### src/rtl/ethernet_packet_generator.sv
// ethernet_packet_generator: Ethernet frame serializer; define ETHERNET_PACKET_GENERATOR_FCS_EN to append CRC-32 FCS
module ethernet_packet_generator #(
    parameter int MIN_PAYLOAD_BYTES = 46,
    parameter int MAX_PAYLOAD_BYTES = 1500,
    parameter int INTER_PACKET_GAP  = 12
) (
    input  logic        clock,
    input  logic        reset_n,
    input  logic [47:0] destination_mac,
    input  logic [47:0] source_mac,
    input  logic [15:0] ether_type,
    input  logic        start,
    input  logic [7:0]  payload_data,
    input  logic        payload_data_valid,
    input  logic        payload_data_last,
    output logic        payload_data_ready,
    output logic [7:0]  data,
    output logic        data_enable,
    output logic        busy,
    output logic        frame_done,
    output logic        frame_error
);
    localparam logic [10:0] MIN_C = 11'(MIN_PAYLOAD_BYTES);
    localparam logic [10:0] MAX_C = 11'(MAX_PAYLOAD_BYTES);
    localparam logic [10:0] IPG_C = 11'(INTER_PACKET_GAP);
    typedef enum logic [3:0] {
        S_IDLE, S_PREAMBLE, S_START_OF_FRAME, S_MAC_DESTINATION, S_MAC_SOURCE,
        S_ETHER_TYPE, S_PAYLOAD, S_PADDING, S_FCS, S_GAP
    } state_t;
    state_t state, state_n, end_state;
    logic [10:0] cnt, cnt_n, cnt_inc;
    logic [47:0] dst, src;
    logic [15:0] etype;
    logic [7:0] byte_n, fcs_byte;
    logic en_n, err_n, done_n;
    logic [2:0] mac_idx;
    assign cnt_inc = cnt + 11'd1;
    assign mac_idx = 3'd5 - cnt[2:0];
    assign busy = state != S_IDLE;
    assign payload_data_ready = reset_n && state == S_PAYLOAD;
`ifdef ETHERNET_PACKET_GENERATOR_FCS_EN
    logic [31:0] crc, crc_n, fcs;
    assign end_state = S_FCS;
    assign fcs = ~crc;
    assign fcs_byte = fcs[{cnt[1:0], 3'b000} +: 8];
    always_comb begin
        crc_n = crc;
        for (int i = 0; i < 8; i++)
            crc_n = {1'b0, crc_n[31:1]} ^ ((crc_n[0] ^ byte_n[i]) ? 32'hEDB88320 : 32'h0);
    end
    always_ff @(posedge clock) begin
        if (!reset_n || state == S_IDLE)
            crc <= '1;
        else if (en_n && state inside {S_MAC_DESTINATION, S_MAC_SOURCE, S_ETHER_TYPE, S_PAYLOAD, S_PADDING})
            crc <= crc_n;
    end
`else
    assign end_state = S_GAP;
    assign fcs_byte = 8'h00;
`endif
    always_comb begin
        state_n = state;
        byte_n = 8'h00;
        en_n = 1'b0;
        err_n = 1'b0;
        case (state)
            S_IDLE: state_n = start ? S_PREAMBLE : S_IDLE;
            S_PREAMBLE: begin
                byte_n = 8'h55;
                en_n = 1'b1;
                if (cnt == 11'd6) state_n = S_START_OF_FRAME;
            end
            S_START_OF_FRAME: begin
                byte_n = 8'hD5;
                en_n = 1'b1;
                state_n = S_MAC_DESTINATION;
            end
            S_MAC_DESTINATION: begin
                byte_n = dst[{mac_idx, 3'b000} +: 8];
                en_n = 1'b1;
                if (cnt == 11'd5) state_n = S_MAC_SOURCE;
            end
            S_MAC_SOURCE: begin
                byte_n = src[{mac_idx, 3'b000} +: 8];
                en_n = 1'b1;
                if (cnt == 11'd5) state_n = S_ETHER_TYPE;
            end
            S_ETHER_TYPE: begin
                byte_n = cnt[0] ? etype[7:0] : etype[15:8];
                en_n = 1'b1;
                if (cnt[0]) state_n = S_PAYLOAD;
            end
            S_PAYLOAD: begin
                byte_n = payload_data_valid ? payload_data : 8'h00;
                en_n = payload_data_valid;
                err_n = !payload_data_valid || (!payload_data_last && cnt_inc == MAX_C);
                if (!payload_data_valid)
                    state_n = S_GAP;
                else if (payload_data_last || cnt_inc == MAX_C)
                    state_n = cnt_inc < MIN_C ? S_PADDING : end_state;
            end
            S_PADDING: begin
                en_n = 1'b1;
                if (cnt_inc == MIN_C) state_n = end_state;
            end
            S_FCS: begin
                byte_n = fcs_byte;
                en_n = 1'b1;
                if (cnt == 11'd3) state_n = S_GAP;
            end
            S_GAP: if (cnt == IPG_C - 11'd1) state_n = S_IDLE;
            default: state_n = S_IDLE;
        endcase
        // padding continues the payload count so it stops at the minimum length
        cnt_n = (busy && (state_n == state || state_n == S_PADDING)) ? cnt_inc : '0;
        done_n = en_n && state_n == S_GAP;
    end
    always_ff @(posedge clock) begin
        if (!reset_n) begin
            state <= S_IDLE;
            cnt <= '0;
            data <= 8'h00;
            data_enable <= 1'b0;
            frame_done <= 1'b0;
            frame_error <= 1'b0;
        end else begin
            state <= state_n;
            cnt <= cnt_n;
            data <= byte_n;
            data_enable <= en_n;
            frame_done <= done_n;
            frame_error <= err_n;
        end
    end
    always_ff @(posedge clock) begin
        if (reset_n && state == S_IDLE && start) begin
            dst <= destination_mac;
            src <= source_mac;
            etype <= ether_type;
        end
    end
endmodule

### config.mk
export PLATFORM = sky130hd
export DESIGN_NAME = ethernet_packet_generator
export DESIGN_NICKNAME = d
export VERILOG_FILES = /design/src/rtl/ethernet_packet_generator.sv
export SDC_FILE = /design/constraint.sdc
export NUM_CORES = 1
export LEC_CHECK = 0
export BUFFER_PORTS_ARGS = -buffer_cell sky130_fd_sc_hd__buf_2
export CORE_MARGIN = 3
export CORE_UTILIZATION = 50
export DETAILED_ROUTE_END_ITERATION = 8
export PLACE_DENSITY = 0.74
export SLEW_MARGIN = 20
export SYNTH_ARGS = -nofsm -noshare
export SYNTH_HDL_FRONTEND = slang
export SYNTH_SLANG_ARGS = --single-unit
### constraint.sdc
create_clock -name clock -period 11 [get_ports clock]
set_input_delay 2.2 -clock clock [delete_from_list [all_inputs] [get_ports clock]]
set_output_delay 2.2 -clock clock [all_outputs]
set_load 0.03 [all_outputs]
==> results_dict.tcl <==
set metrics [dict create \
    sw_frac_of_total_pct 20.2 \
    grt_pass1_vias 4304 \
    num-nets-final 706 \
    rr_endpoint "cnt[10]$_SDFF_PN0_" \
    ir_drop_mv 0.125 \
    synth-seq-cells 138 \
    final_common_cell "buf_2" \
    holdCritPathClass "register to register" \
    status "complete, no violations" \
    drt-total-wl_um 13700 \
    clk_latency_ns 0.42 \
    fp.dieArea_um2 13800 \
    diodes 0 \
    syn_area_um2 6230 \
    clock-sinks 138 \
    cp-start-kind "input port" \
    rr_worst_depth 9 \
    r2r_slack_ns 6.81 \
    syn_inst 449 \
    gr-usage-all-layers_pct 20.6 \
    p_int_mw 0.970 \
    placed_area_um2 7010 \
    num_vias 4265 \
    crit_path_end "payload_data_ready" \
    hpwl_um 9660 \
    clkPwrFrac_pct 45.8 \
    synth_edf_count 112 \
    cp-end-kind "primary output" \
    pwr-share-comb_pct 5.3 \
    ys_types 69 \
    ctsResizeCount 0 \
    critPathSlowestCell "buf_2" \
    grt_max_degree 60 \
    ys_seq_area_share_pct 62.4 \
    hold_depth 4 \
    cp_cell_sequence "buf_2 > and2_1 > buf_2" \
    antenna_found_initial 0 \
    io-pin-count 138 \
    grt_pass1_wl_um 22100 \
    required_ns 8.80 \
    ant_nets 0 \
    rows 40 \
    dr.pass1.iters 6 \
    post_cts_buffers 0 \
    start_util_pct 51.4 \
    p_seq_share_pct 48.9 \
    syn-num-nets 580 \
    max_cap_violations 0 \
    finalPower_mw 1.22 \
    worst_slew_pin_slew_ns 1.07 \
    via_per_inst 5.64 \
    h-tree-depth 4 \
    startpoint "reset_n" \
    die_h_um 118 \
    p_per_area_nw_per_um2 160 \
    drc 0 \
    cts_made_buffers 17 \
    grt-ovfl-total 0 \
    cpPeakStageDelay_ns 0.19 \
    reg2reg_from "cnt[0]$_SDFF_PN0_" \
    layout-drive-gt1-share_pct 36.6 \
    setup_violations 0 \
    clkTransAtPathRegs_ns 0.06 \
    p_leak_nw 2.72 \
    cts_max_path_buffers 2 \
    finish.instance_area_um2 7600 \
    finalMaxSlewViolations 0 \
    avgRoutedWirePerCell_um 18.1 \
    layout_common_cells "buf_2, edfxtp_1, nand2_1" \
    drt_iter0_markers 347 \
    ys_dominant_reg_cell "edfxtp_1" \
    cp_max_fo 9 \
    setup_tns_ns 0 \
    timing.critical_path.mode_cell "buf_2" \
    max_freq_ghz 0.202 \
    post-route-period-util_pct 45.0 \
    crit_type "input port to primary output" \
    die_w_um 118 \
    syn_to_final_growth_pct 22.1 \
    core_um2 12100 \
    gp_congestion 0.936 \
    clock_skew_ns 0.0166 \
    cts_root_buf "clkbuf_16" \
    hold_buffers 0 \
    cp.arrival_ns 2.75 \
    maxSlewHeadroom_pct 28.5 \
    rsz0062_at_grt "no" \
    placement.io_buffers 137 \
    min_period_ns 4.95 \
    synth.avg_cell_area_um2 13.9 \
    cts_tree "done" \
    netSwitchingPower_mw 0.245 \
    final-hold-violation-count 0 \
    async_flop_share_pct 0 \
    ys_warn_count 0 \
]
-- kinds of logic after synthesis --
kind of cell             Yosys count  share of synthesized area [%]
AO/OA/AOI/OAI                    100                           12.6
XOR/XNOR                          11                           1.55
adder cells (fa/ha/maj)            6                           1.21
buffers and inverters             43                           3.33
flip-flops                       138                           62.4
multiplexers                      33                           8.58
AND/OR/NAND/NOR                  118                           10.4
-- critical path, delay by kind of cell --
kind          cells  cell delay [ns]
buf+inv           2             0.38
simple gates      1             0.16
-- layer usage --
layer	vias to the layer above	share of wire, %	track usage, %
met4	0	2.1	8.35
met1	2058	41	26.5
met3	20	6.4	5.72
met5	-	0	0
met2	171	51	33.1
li1	2016	-	-
-- layout make-up --
| type | instances | area (µm²) |
|---|---|---|
| clock buffers | 19 | 433 |
| clock inverters | 13 | 149 |
| fillers | 942 | 4510 |
| inverters | 8 | 30.0 |
| multi-input cells | 268 | 2170 |
| flip-flops and latches | 138 | 3880 |
| well taps | 168 | 210 |
| repair buffers | 142 | 723 |
-- flip-flops by register name, summed over array words and instances (netlist names) --
register,cells
etype,16
data,8
frame_error,1
cnt,11
dst,48
src,48
data_enable,1
frame_done,1
state,4
-- cells in the mapped netlist (4+ instances only) --
cell	instances	area, µm²
edfxtp_1	112	3360
nand2_1	28	105
dfxtp_1	26	521
nor2_1	26	97.6
o21ai_0	24	120
mux4_2	16	360
mux2i_1	14	140
buf_2	13	65.1
nand3_1	13	65.1
a221oi_2	11	165
clkbuf_1	11	41.3
a221oi_1	9	78.8
nor3_1	9	45.0
a21oi_1	8	40.0
a31oi_1	8	50.1
inv_1	8	30.0
a211oi_1	7	52.6
ha_1	6	75.1
nand2b_1	6	37.5
xnor2_1	6	52.6
buf_1	5	18.8
nor2b_1	5	31.3
xor2_1	5	43.8
and2_1	4	25.0
and3_1	4	25.0
buf_4	4	30.0
-- power by group through the flow --
stage          clock network [mW]  logic (mW)  registers (mW)
2_1_floorplan                   0      0.0311           0.607
3_3_place_gp                    0      0.0629           0.604
3_5_place_dp                    0      0.0648           0.605
4_1_cts                     0.566      0.0652           0.594
5_1_grt                     0.588      0.0710           0.596
6_report                    0.556      0.0645           0.594
-- worst min path at each step --
stage	from	endpoint	slack, ns
6_report	etype[13]$_DFFE_PP_	data[5]$_SDFF_PN0_	0.64
5_1_grt	etype[9]$_DFFE_PP_	data[1]$_SDFF_PN0_	0.69
4_1_cts	etype[9]$_DFFE_PP_	data[1]$_SDFF_PN0_	0.64
3_5_place_dp	etype[9]$_DFFE_PP_	data[1]$_SDFF_PN0_	0.62
3_3_place_gp	etype[11]$_DFFE_PP_	data[3]$_SDFF_PN0_	0.63
2_1_floorplan	etype[9]$_DFFE_PP_	data[1]$_SDFF_PN0_	0.58
-- metrics by stage --
step | util (%) | std cells | setup WS (ns) | hold WS, ns
after floorplan | - | 449 | 3.24 | 0.575
after global placement | 57.9 | 724 | 6.10 | 0.626
after detailed placement | 57.9 | 724 | 6.08 | 0.622
after CTS | 62.7 | 756 | 6.08 | 0.639
after global routing | 62.8 | 756 | 6.01 | 0.690
final | 62.8 | 756 | 6.05 | 0.637
No activity file was read; power rests on OpenSTA's default activity.
